<file path="src/rtl/times_table_arbiter.sv">
// Two-requester round-robin front end for a shared multiplication-table memory.
// One lookup is in flight at a time: IDLE grants, READ issues, WAIT covers memory latency, RESP holds the result.
module times_table_arbiter #(
    parameter int LAT = 1  // memory read latency, 1..4
) (
    input  logic       clk,
    input  logic       rst_n,
    input  logic       req0_valid,
    input  logic [2:0] req0_a,
    input  logic [2:0] req0_b,
    output logic       req0_ready,
    output logic       rsp0_valid,
    input  logic       rsp0_ready,
    output logic [5:0] rsp0_result,
    input  logic       req1_valid,
    input  logic [2:0] req1_a,
    input  logic [2:0] req1_b,
    output logic       req1_ready,
    output logic       rsp1_valid,
    input  logic       rsp1_ready,
    output logic [5:0] rsp1_result,
    output logic       mem_en,
    output logic [5:0] mem_addr,
    input  logic [5:0] mem_dout,
    output logic       busy
);

    typedef enum logic [1:0] {IDLE, READ, WAIT, RESP} state_t;

    localparam logic [2:0] WAIT_LAST = 3'(LAT - 1);

    state_t     state, state_nxt;
    logic       last_grant;  // ID granted most recently; the other one wins a tie
    logic       owner;
    logic [2:0] wait_cnt;
    logic       grant0, grant1, accept, wait_done, rsp_take;

    assign grant0    = req0_valid && (!req1_valid || last_grant);
    assign grant1    = req1_valid && (!req0_valid || !last_grant);
    assign accept    = (state == IDLE) && (grant0 || grant1);
    assign wait_done = (state == WAIT) && (wait_cnt == WAIT_LAST);
    assign rsp_take  = owner ? rsp1_ready : rsp0_ready;

    always_ff @(posedge clk or negedge rst_n) begin
        if (!rst_n) state <= IDLE;
        else        state <= state_nxt;
    end

    always_comb begin
        state_nxt  = state;
        req0_ready = 1'b0;
        req1_ready = 1'b0;
        mem_en     = 1'b0;
        case (state)
            IDLE: begin
                // ready is gated by rst_n so nothing is granted while reset is held
                req0_ready = rst_n && grant0;
                req1_ready = rst_n && grant1;
                if (grant0 || grant1) state_nxt = READ;
            end
            READ: begin
                mem_en    = 1'b1;
                state_nxt = WAIT;
            end
            WAIT: if (wait_done) state_nxt = RESP;
            RESP: if (rsp_take)  state_nxt = IDLE;
            default: state_nxt = IDLE;
        endcase
    end

    assign rsp0_valid = (state == RESP) && !owner;
    assign rsp1_valid = (state == RESP) && owner;
    assign busy       = (state != IDLE);

    always_ff @(posedge clk or negedge rst_n) begin
        if (!rst_n) begin
            last_grant  <= 1'b1;
            owner       <= 1'b0;
            mem_addr    <= 6'd0;
            wait_cnt    <= 3'd0;
            rsp0_result <= 6'd0;
            rsp1_result <= 6'd0;
        end else begin
            if (accept) begin
                owner      <= grant1;
                last_grant <= grant1;
                mem_addr   <= grant1 ? {req1_a, req1_b} : {req0_a, req0_b};
            end
            if (state == READ)      wait_cnt <= 3'd0;
            else if (state == WAIT) wait_cnt <= wait_cnt + 3'd1;
            if (wait_done) begin
                if (owner) rsp1_result <= mem_dout;
                else       rsp0_result <= mem_dout;
            end
        end
    end

endmodule
</file>
<file path="config.mk">
export PLATFORM = sky130hd
export DESIGN_NAME = times_table_arbiter
export DESIGN_NICKNAME = d
export VERILOG_FILES = /design/src/rtl/times_table_arbiter.sv
export SDC_FILE = /design/constraint.sdc
export NUM_CORES = 1
export LEC_CHECK = 0
export BUFFER_PORTS_ARGS = -buffer_cell sky130_fd_sc_hd__buf_2
export CAP_MARGIN = 30
export CORE_ASPECT_RATIO = 2
export CORE_UTILIZATION = 46
export CTS_CLUSTER_SIZE = 8
export DETAILED_ROUTE_END_ITERATION = 10
export PLACE_DENSITY = 0.82
export SLEW_MARGIN = 30
export SYNTH_ARGS = -nofsm -noshare
export SYNTH_HDL_FRONTEND = slang
export SYNTH_SLANG_ARGS = --single-unit
</file>
<file path="constraint.sdc">
create_clock -name clk -period 3 [get_ports clk]
set_clock_uncertainty 0.05 [all_clocks]
set_input_delay 0.6 -clock clk [delete_from_list [all_inputs] [get_ports clk]]
set_output_delay 0.6 -clock clk [all_outputs]
set_load 0.01 [all_outputs]
</file>
==> impl_metrics.env, run 1 <==
export IMPL_fp_dieH_um=74.2
export IMPL_max_slew_margin_rel=0.785
export IMPL_pwr_share_comb=0.477
export IMPL_path_delay_family="flip-flops"
export IMPL_timing_fmax_mhz=442
export IMPL_synth_seq_cells=25
export IMPL_core_area_um2=2410
export IMPL_via_per_inst=5.27
export IMPL_worst_endpoint_required_ns=2.35
export IMPL_path_cells="inv_1 > ha_1 > nand2_1 > a21oi_1 > and2_1 > buf_2"
export IMPL_p_switching_mw=0.597
export IMPL_ctsHoldBuffers=0
export IMPL_seqPwrFrac=0.397
export IMPL_arrival_ns=1.61
export IMPL_io_buffers=47
export IMPL_ios=48
export IMPL_diodes=0
export IMPL_p_leak_nw=0.800
export IMPL_final_cells=182
export IMPL_die_area_um2=2820
export IMPL_finalSetupTns_ns=0
export IMPL_synth_distinct_cells=24
export IMPL_slew_violations=0
export IMPL_layout_worst_path_cycle_share=0.755
export IMPL_power_density_nw_per_um2=1020
export IMPL_std_cell_rows=25
export IMPL_cts_resized=0
export IMPL_criticalPathCategory="reg2out"
export IMPL_htree_levels=1
export IMPL_drive_above_1_share=0.471
export IMPL_period_minus_slack_ns=2.26
export IMPL_cp_max_fo=7
export IMPL_ant_nets=0
export IMPL_power_frac_clock=0.125
export IMPL_grt_pass1_wl_um=4080
export IMPL_cts_tree="yes"
export IMPL_stdcell_area_um2=1520
export IMPL_hpwl_um=1950
export IMPL_power_internal_mw=0.960
export IMPL_grt_ovfl_total=0
export IMPL_final_nets=186
export IMPL_cts_sinks=25
export IMPL_sw_frac_of_total=0.383
export IMPL_die_w_um=38.1
export IMPL_rsz0062_at_grt="false"
export IMPL_grt_max_degree=20
export IMPL_numCtsBuffers=3
export IMPL_worst_pin_slew_ns=0.322
export IMPL_avgSynthCellArea_um2=11.6
export IMPL_dr_first_iter_drc_count=11
export IMPL_startpoint_type="register"
export IMPL_dp_cells=178
export IMPL_first_global_vias=974
export IMPL_outcome="finished clean"
export IMPL_drc=0
export IMPL_ys_warn_count=0
export IMPL_cpPeakStageDelay_ns=0.42
export IMPL_syn_nets=133
export IMPL_wl_per_cell_um=13.4
export IMPL_ctsRootBufferMaster="clkbuf_8"
export IMPL_syn_cell_area_um2=1200
export IMPL_postPlaceCellArea_um2=1480
export IMPL_clkLatencyLatePin_ns=0.27
export IMPL_finalHoldViolCount=0
export IMPL_vias=959
export IMPL_post_cts_buffers=0
export IMPL_maxCapViolations=0
export IMPL_first_pass_iters=4
export IMPL_vdd_ir_drop_worst_mv=0.675
export IMPL_path_buf_inv=2
export IMPL_hp_class="in2async"
export IMPL_end_kind="output pin"
export IMPL_worst_path_max_delay_cell="dfrtp_1"
export IMPL_clockBufferDepth=2
export IMPL_antenna_found_initial=0
export IMPL_clk_pin_slew_ns=0.08
export IMPL_grt_use_total=0.209
export IMPL_gp_congestion=0.738
export IMPL_initial_core_util=0.497
export IMPL_postSynthCellCount=103
export IMPL_final_util=0.632
export IMPL_routed_wirelength_um=2450
export IMPL_area_delta_synth_final_pct=27.2
export IMPL_setup_viol=0
export IMPL_ys_seq_area_frac=0.524
## worst paths after layout
path                        startpoint             end  slack [ns]  depth (start not counted)
hold / removal                   rst_n        state[0]        0.10                          1
hold reg to reg            mem_addr[0]     mem_addr[0]        0.44                          2
setup reg to reg           wait_cnt[0]  rsp0_result[1]        1.25                          6
min in group clk           mem_addr[0]     mem_addr[0]        0.44                          2
setup / recovery              state[0]      req0_ready        0.74                          6
max in group asynchronous        rst_n  rsp0_result[4]        2.33                          2
## layout by cell type (no fill, tap or decap), drive strengths merged
master	instances
ha	6
a211oi	1
a21oi	2
nand3	1
and2	1
nand3b	1
dfrtp	24
a21boi	1
mux2i	6
nand2	14
o22ai	2
o21ai	10
o32a	1
clkbuf	3
buf	49
clkinv	1
dfstp	1
and3	1
nor2	4
mux2	14
inv	9
nor2b	3
## routing by layer
metal  GRT usage  vias up  wire length, um  share of wire
li1            -      451                -              -
met1       0.206      459              853           0.35
met2       0.363       44             1350           0.55
met3      0.0478        5              169          0.069
met4       0.143        0               70          0.029
met5           0        -                0              0
## area by class of cell
cell class,instances,area [um2]
flip-flops and latches,25,627
clock inverters,1,5.00
repair buffers,49,250
inverters,9,33.8
fillers,191,886
well taps,27,33.8
multi-input cells,68,532
clock buffers,3,41.3
## metrics by stage
stage	hold WS [ns]	setup slack (ns)	power [mW]
after CTS	0.0980	0.707	1.58
after global routing	0.100	0.590	1.68
final	0.101	0.735	1.56
after detailed placement	0.400	0.972	1.37
after global placement	0.394	1.00	1.31
after floorplan	0.254	1.24	1.09
## cell families (layout without fill, tap and decap cells)
group	after synthesis	in the layout	synth area share
DFF	25	25	0.524
muxes	20	20	0.182
buffers and inverters	10	62	0.0324
adders and majority gates	6	6	0.0627
and+or+nand+nor	25	25	0.0993
AOI/OAI and AO/OA	17	17	0.100
## worst reg2reg max path, cell delays in order, from the launching register on
cell	delay, ns
dfrtp_1	0.41
inv_1	0.09
ha_1	0.17
nor2b_2	0.20
nand2_1	0.08
nor2_2	0.27
mux2_2	0.38
## cells in the mapped netlist
library cell / instances / area share
a211oi_2: 1 / 0.010
a21boi_4: 1 / 0.016
a21oi_1: 2 / 0.0084
and2_1: 1 / 0.0052
and3_1: 1 / 0.0052
buf_2: 1 / 0.0042
dfrtp_1: 24 / 0.50
dfstp_2: 1 / 0.022
ha_1: 6 / 0.063
inv_1: 9 / 0.028
mux2_1: 1 / 0.0094
mux2_2: 13 / 0.12
mux2i_1: 6 / 0.050
nand2_1: 14 / 0.044
nand3_1: 1 / 0.0042
nand3b_1: 1 / 0.0063
nor2_1: 3 / 0.0094
nor2_2: 1 / 0.0052
nor2b_1: 1 / 0.0052
nor2b_2: 2 / 0.015
o21ai_0: 10 / 0.042
o22ai_1: 1 / 0.0052
o22ai_2: 1 / 0.010
o32a_1: 1 / 0.0084
## registers in the layout, summed over array words and instances, names as in the netlist
register and flops:
mem_addr 6, last_grant 1, rsp0_result 6, owner 1
rsp1_result 6, wait_cnt 3, state 2
## power by group through the flow
stage / combinational (mW) / clock [mW] / sequential [mW]
finish: 0.743 / 0.195 / 0.618
global route: 0.824 / 0.218 / 0.641
CTS: 0.755 / 0.203 / 0.620
detailed placement: 0.746 / 0 / 0.625
global placement: 0.702 / 0 / 0.611
floorplan: 0.419 / 0 / 0.670
(Power assumes the default switching activity.)
==> run 2: changes to the inputs <==
--- a/config.mk
+++ b/config.mk
@@ -5,13 +5,14 @@
 export SDC_FILE = /design/constraint.sdc
 export NUM_CORES = 1
 export LEC_CHECK = 0
+export ABC_AREA = 1
 export BUFFER_PORTS_ARGS = -buffer_cell sky130_fd_sc_hd__buf_2
 export CAP_MARGIN = 30
 export CORE_ASPECT_RATIO = 2
-export CORE_UTILIZATION = 46
+export CORE_UTILIZATION = 43
 export CTS_CLUSTER_SIZE = 8
 export DETAILED_ROUTE_END_ITERATION = 10
-export PLACE_DENSITY = 0.82
+export PLACE_DENSITY = 0.79
 export SLEW_MARGIN = 30
 export SYNTH_ARGS = -nofsm -noshare
 export SYNTH_HDL_FRONTEND = slang
==> constraint.sdc (replaced) <==
create_clock -name clk -period 2 [get_ports clk]
set_clock_uncertainty 0.05 [all_clocks]
set_input_delay 0.4 -clock clk [delete_from_list [all_inputs] [get_ports clk]]
set_output_delay 0.4 -clock clk [all_outputs]
set_load 0.01 [all_outputs]
==> run 2 against run 1 <==
Compared with the run above: final cell count is 26% higher; combinational power is 67% higher; via count is 16% higher; sequential share of layout area is 1.7 points lower; total power is 59% higher; sequential power is 50% higher; critical endpoint unchanged; largest cell class unchanged; synthesized area is 5.9% higher; critical path type unchanged.
==> impl_metrics.env, run 2 <==
export IMPL_ios=48
export IMPL_clkLatencyLatePin_ns=0.27
export IMPL_final_common_cell="nand2_1"
export IMPL_final_cells=229
export IMPL_outcome="finished clean"
export IMPL_rsz0062_at_grt="false"
export IMPL_die_w_um=40.4
export IMPL_routed_wirelength_um=2710
export IMPL_initial_core_util=0.458
export IMPL_synth_top_family_by_area="simple AND/OR/NAND/NOR gates"
export IMPL_synth_edf_count=0
export IMPL_r2r_end="rsp0_result[2]"
export IMPL_synth_seq_cells=25
export IMPL_num_fill_cells=278
export IMPL_cts_sinks=25
export IMPL_sw_frac_of_total=0.425
export IMPL_ys_warn_count=0
export IMPL_cpPeakStageDelay_ns=0.42
export IMPL_startpoint_type="register"
export IMPL_hpwl_um=2120
export IMPL_syn_nets=181
export IMPL_layout_worst_path_cycle_share=0.940
export IMPL_slew_violations=0
export IMPL_finalHoldViolCount=0
export IMPL_arrival_ns=1.43
export IMPL_p_leak_nw=0.921
export IMPL_synth_compound_area_share=0.0681
export IMPL_reg2reg_depth=5
export IMPL_die_area_um2=3180
export IMPL_worst_endpoint_required_ns=1.55
export IMPL_first_pass_iters=4
export IMPL_htree_levels=1
export IMPL_grt_ovfl_total=0
export IMPL_reg2reg_slack_ns=0.59
export IMPL_io_buffers=47
export IMPL_ys_top_cells_by_count="49 x nand2_1, 24 x dfrtp_1, 17 x inv_1"
export IMPL_max_slew_margin_rel=0.784
export IMPL_power_frac_clock=0.128
export IMPL_synth_most_common_cell="nand2_1"
export IMPL_worst_path_max_delay_cell="dfrtp_1"
export IMPL_antenna_found_initial=0
export IMPL_ctsRootBufferMaster="clkbuf_8"
export IMPL_via_per_inst=4.86
export IMPL_hp_class="in2async"
export IMPL_synth_simple_area_share=0.288
export IMPL_grt_use_total=0.193
export IMPL_first_global_vias=1079
export IMPL_period_minus_slack_ns=1.88
export IMPL_criticalPathCategory="reg2out"
export IMPL_synth_xor_area_frac=0.00691
export IMPL_r2r_start="state[0]"
export IMPL_largestRegisters="mem_addr: 6 flops, rsp0_result: 6 flops, rsp1_result: 6 flops"
export IMPL_finalSetupTns_ns=0
export IMPL_p_switching_mw=1.05
export IMPL_synth_largest_area_cell="dfrtp_1"
export IMPL_dp_cells=225
export IMPL_ant_nets=0
export IMPL_post_cts_buffers=0
export IMPL_power_internal_mw=1.43
export IMPL_synthArstFlopShare=1.00
export IMPL_synth_distinct_cells=21
export IMPL_seqPwrFrac=0.373
export IMPL_clockBufferDepth=2
export IMPL_yosysTopAreaCellShare=0.474
export IMPL_pwr_share_comb=0.499
export IMPL_mostFrequentLayoutCells="49 x nand2_1, 47 x buf_2, 24 x dfrtp_1"
export IMPL_power_density_nw_per_um2=1560
export IMPL_core_area_um2=2770
export IMPL_path_cells="inv_1 > ha_4 > nand3_4 > nor2_1 > buf_2"
export IMPL_muxShareOfSynthArea=0
export IMPL_maxCapViolations=0
export IMPL_diodes=0
export IMPL_setup_viol=0
export IMPL_gp_congestion=0.759
export IMPL_ys_seq_area_frac=0.495
export IMPL_cp_max_fo=8
export IMPL_synth_area_leaders="dfrtp_1 47%, nand2_1 15%, ha_1 5.9%, o21ai_1 5.9%, nand3_1 5.5%"
export IMPL_numCtsBuffers=3
export IMPL_std_cell_rows=27
export IMPL_clk_pin_slew_ns=0.09
export IMPL_worst_pin_slew_ns=0.324
export IMPL_cts_tree="yes"
export IMPL_synth_flop_cell="dfrtp_1"
export IMPL_final_nets=231
export IMPL_dr_first_iter_drc_count=10
export IMPL_avgSynthCellArea_um2=8.39
export IMPL_grt_max_degree=26
export IMPL_timing_fmax_mhz=532
export IMPL_grt_pass1_wl_um=4390
export IMPL_wl_per_cell_um=11.8
export IMPL_fp_dieH_um=78.8
export IMPL_drive_above_1_share=0.330
export IMPL_drc=0
export IMPL_end_kind="output pin"
export IMPL_vias=1114
export IMPL_synth_fa_ha_area_frac=0.0592
export IMPL_syn_cell_area_um2=1270
export IMPL_postSynthCellCount=151
export IMPL_area_delta_synth_final_pct=25.5
export IMPL_vdd_ir_drop_worst_mv=0.759
run 2: per-stage QoR:
step | worst slack [ns] | utilization | hold WS (ns) | instance area [um2] | power [mW]
floorplan | 0.436 | - | 0.0544 | 1270 | 1.71
global placement | 0.334 | 0.549 | 0.399 | 1520 | 2.09
detailed placement | 0.251 | 0.549 | 0.405 | 1520 | 2.11
CTS | 0.0569 | 0.570 | 0.0997 | 1580 | 2.46
global route | 0.0108 | 0.574 | 0.105 | 1590 | 2.69
finish | 0.120 | 0.574 | 0.0933 | 1590 | 2.48
run 2: power by group through the flow:
stage | clock (mW) | combinational (mW) | sequential, mW
floorplan | 0 | 0.711 | 1.00
detailed placement | 0 | 1.18 | 0.931
global placement | 0 | 1.15 | 0.932
CTS | 0.326 | 1.21 | 0.924
finish | 0.318 | 1.24 | 0.924
global route | 0.348 | 1.39 | 0.954
run 2: metal layers:
layer	track usage	vias up	wire [um]
met5	0	-	0
met4	0.0933	0	40
met3	0.0251	4	97
met2	0.324	31	1500
met1	0.222	507	1080
li1	-	572	-
run 2: worst max-delay path by stage:
stage | from | to | slack (ns)
3_3_place_gp | state[0] | req0_ready | 0.33
6_report | state[0] | req0_ready | 0.12
4_1_cts | state[1] | req0_ready | 0.06
3_5_place_dp | state[0] | req0_ready | 0.25
2_1_floorplan | state[0] | req0_ready | 0.44
5_1_grt | state[1] | req1_ready | 0.01
run 2: kinds of logic after synthesis:
group,after synthesis
AND/OR/NAND/NOR,78
flip-flops,25
buffers and inverters,24
AO/OA/AOI/OAI,17
adder cells (fa/ha/maj),6
XOR/XNOR,1
run 2: final cells by class:
cell class / instances / area (um2) / share of cell area
Multi-Input combinational cell: 102 / 556 / 0.349
Timing Repair Buffer: 48 / 243 / 0.153
Clock buffer: 3 / 41.3 / 0.0260
Tap cell: 29 / 36.3 / 0.0228
Inverter: 21 / 78.8 / 0.0496
Clock inverter: 1 / 8.76 / 0.00551
Sequential cell: 25 / 627 / 0.394
run 2: critical path, delay by kind of cell, from the launching register on:
family	cells	cell delay [ns]
adder cells (fa/ha/maj)	1	0.20
buffers and inverters	2	0.27
flip-flops	1	0.42
AND/OR/NAND/NOR	2	0.26
run 2: timing repair:
| action | CTS | global route |
|---|---|---|
| pin swaps | 0 | 0 |
| cloned | 0 | 0 |
| hold buffers | 0 | 0 |
| setup endpoints to repair | 1 | 2 |
| resized for setup | 2 | 1 |
==> run 3: changes to the inputs <==
--- a/config.mk
+++ b/config.mk
@@ -8,8 +8,10 @@
 export ABC_AREA = 1
 export BUFFER_PORTS_ARGS = -buffer_cell sky130_fd_sc_hd__buf_2
 export CAP_MARGIN = 30
+export CELL_PAD_IN_SITES_DETAIL_PLACEMENT = 0
+export CELL_PAD_IN_SITES_GLOBAL_PLACEMENT = 1
 export CORE_ASPECT_RATIO = 2
-export CORE_UTILIZATION = 43
+export CORE_UTILIZATION = 31
 export CTS_CLUSTER_SIZE = 8
 export DETAILED_ROUTE_END_ITERATION = 10
 export PLACE_DENSITY = 0.79
==> run 3 against run 2 <==
Compared with the run above: total power decreased by 1.8%; worst setup slack improved by 0.025 ns; count of clock-buffer cells in the layout unchanged; critical path depth unchanged; sequential power about the same; design area increased by 1.5%; final cell count increased by 10%; routed wire length decreased by 0.74%; combinational power about the same; largest cell class unchanged; highest routed layer unchanged.
==> impl_metrics.env, run 3 (same netlist as run 2, synthesis figures left out) <==
export IMPL_dr_first_iter_drc_count=12
export IMPL_wl_per_cell_um=10.7
export IMPL_r2r_start="state[0]"
export IMPL_grt_max_degree=26
export IMPL_rsz0062_at_grt="false"
export IMPL_ios=48
export IMPL_fp_dieH_um=92.4
export IMPL_final_common_cell="nand2_1"
export IMPL_numCtsBuffers=3
export IMPL_multi_input_area_um2=548
export IMPL_slew_violations=0
export IMPL_end_kind="output pin"
export IMPL_largestRegisters="mem_addr: 6 flops, rsp0_result: 6 flops, rsp1_result: 6 flops"
export IMPL_hp_class="in2async"
export IMPL_antenna_found_initial=0
export IMPL_num_fill_cells=420
export IMPL_outcome="finished clean"
export IMPL_cp_endpoint="req1_ready"
export IMPL_grt_ovfl_total=0
export IMPL_drive_above_1_share=0.333
export IMPL_die_w_um=47.2
export IMPL_p_switching_mw=1.01
export IMPL_io_buffers=47
export IMPL_p_total_mw=2.43
export IMPL_p_leak_nw=0.924
export IMPL_mostFrequentLayoutCells="49 x nand2_1, 47 x buf_2, 24 x dfrtp_1"
export IMPL_std_cell_rows=32
export IMPL_cp_max_fo=10
export IMPL_max_slew_margin_rel=0.795
export IMPL_routed_wirelength_um=2690
export IMPL_clk_pin_slew_ns=0.08
export IMPL_cts_tree="yes"
export IMPL_arrival_ns=1.41
export IMPL_gp_congestion=0.764
export IMPL_timing_fmax_mhz=539
export IMPL_startpoint="state[0]"
export IMPL_grt_use_total=0.142
export IMPL_setup_viol=0
export IMPL_hpwl_um=2190
export IMPL_clockBufferDepth=2
export IMPL_clkLatencyLatePin_ns=0.26
export IMPL_seqPwrFrac=0.381
export IMPL_grt_pass1_wl_um=4580
export IMPL_reg2reg_slack_ns=0.58
export IMPL_regArea_um2=627
export IMPL_pwr_share_comb=0.499
export IMPL_ant_nets=0
export IMPL_finalHoldViolCount=0
export IMPL_layout_worst_path_cycle_share=0.928
export IMPL_worst_pin_slew_ns=0.307
export IMPL_area_delta_synth_final_pct=27.3
export IMPL_drc=0
export IMPL_criticalPathCategory="reg2out"
export IMPL_vdd_ir_drop_worst_mv=0.991
export IMPL_first_global_vias=1091
export IMPL_power_frac_clock=0.120
export IMPL_sw_frac_of_total=0.416
export IMPL_first_pass_iters=4
export IMPL_maxCapViolations=0
export IMPL_ctsRootBufferMaster="clkbuf_8"
export IMPL_cts_sinks=25
export IMPL_final_nets=232
export IMPL_vias=1104
export IMPL_power_internal_mw=1.42
export IMPL_r2r_end="rsp1_result[4]"
export IMPL_diodes=0
export IMPL_finalSetupTns_ns=0
export IMPL_startpoint_type="register"
export IMPL_via_per_inst=4.38
export IMPL_core_area_um2=3880
export IMPL_die_area_um2=4360
export IMPL_worst_endpoint_required_ns=1.55
export IMPL_reg2reg_depth=5
export IMPL_period_minus_slack_ns=1.86
export IMPL_initial_core_util=0.326
export IMPL_htree_levels=1
export IMPL_ctsHoldBuffers=0
export IMPL_holdWs_ns=0.0688
export IMPL_power_density_nw_per_um2=1510
## run 3: power by group through the flow
stage | Combinational [mW] | Sequential, mW | Clock [mW]
finish | 1.21 | 0.927 | 0.293
global route | 1.39 | 0.965 | 0.324
CTS | 1.20 | 0.931 | 0.305
detailed placement | 1.19 | 0.934 | 0
global placement | 1.18 | 0.927 | 0
floorplan | 0.711 | 1.00 | 0
## run 3: cell type report
cell class,count,share of cell area
well taps,51,0.0395
clock inverters,1,0.00310
multi-input cells,102,0.340
flip-flops and latches,25,0.388
repair buffers,49,0.155
inverters,21,0.0488
clock buffers,3,0.0256
## run 3: what timing repair did
action,CTS,global route
gates resized for setup,0,2
setup endpoints to repair,0,1
setup buffers,0,0
## run 3: worst max-delay path, stage by stage, from the launching register on
cell	delay (ns)
dfrtp_1	0.42
inv_1	0.13
ha_4	0.18
nand3_4	0.14
nor2_1	0.13
buf_2	0.14
## run 3: per-stage QoR
step	instances	setup WS (ns)	util	area, um2
3_3_place_gp	248	0.369	0.400	1560
5_1_grt	252	0.0476	0.416	1610
3_5_place_dp	248	0.344	0.400	1560
2_1_floorplan	151	0.436	-	1270
4_1_cts	252	0.0315	0.412	1600
6_report	252	0.145	0.416	1610
## run 3: worst min-delay path by stage
| stage | startpoint | to | slack, ns | cells after the start |
|---|---|---|---|---|
| after floorplan | rst_n | mem_addr[0] | 0.05 | 0 |
| after global placement | rst_n | rsp1_result[1] | 0.38 | 2 |
| after detailed placement | rst_n | rsp1_result[1] | 0.37 | 2 |
| after CTS | rst_n | rsp0_result[2] | 0.07 | 2 |
| after global routing | rst_n | rsp1_result[3] | 0.09 | 2 |
| final | rst_n | rsp1_result[1] | 0.07 | 2 |
## run 3: routing by layer
| layer | wire [um] | GRT usage |
|---|---|---|
| met4 | 44 | 0.0571 |
| met5 | 0 | 0 |
| met1 | 1110 | 0.168 |
| met2 | 1420 | 0.247 |
| met3 | 121 | 0.0136 |
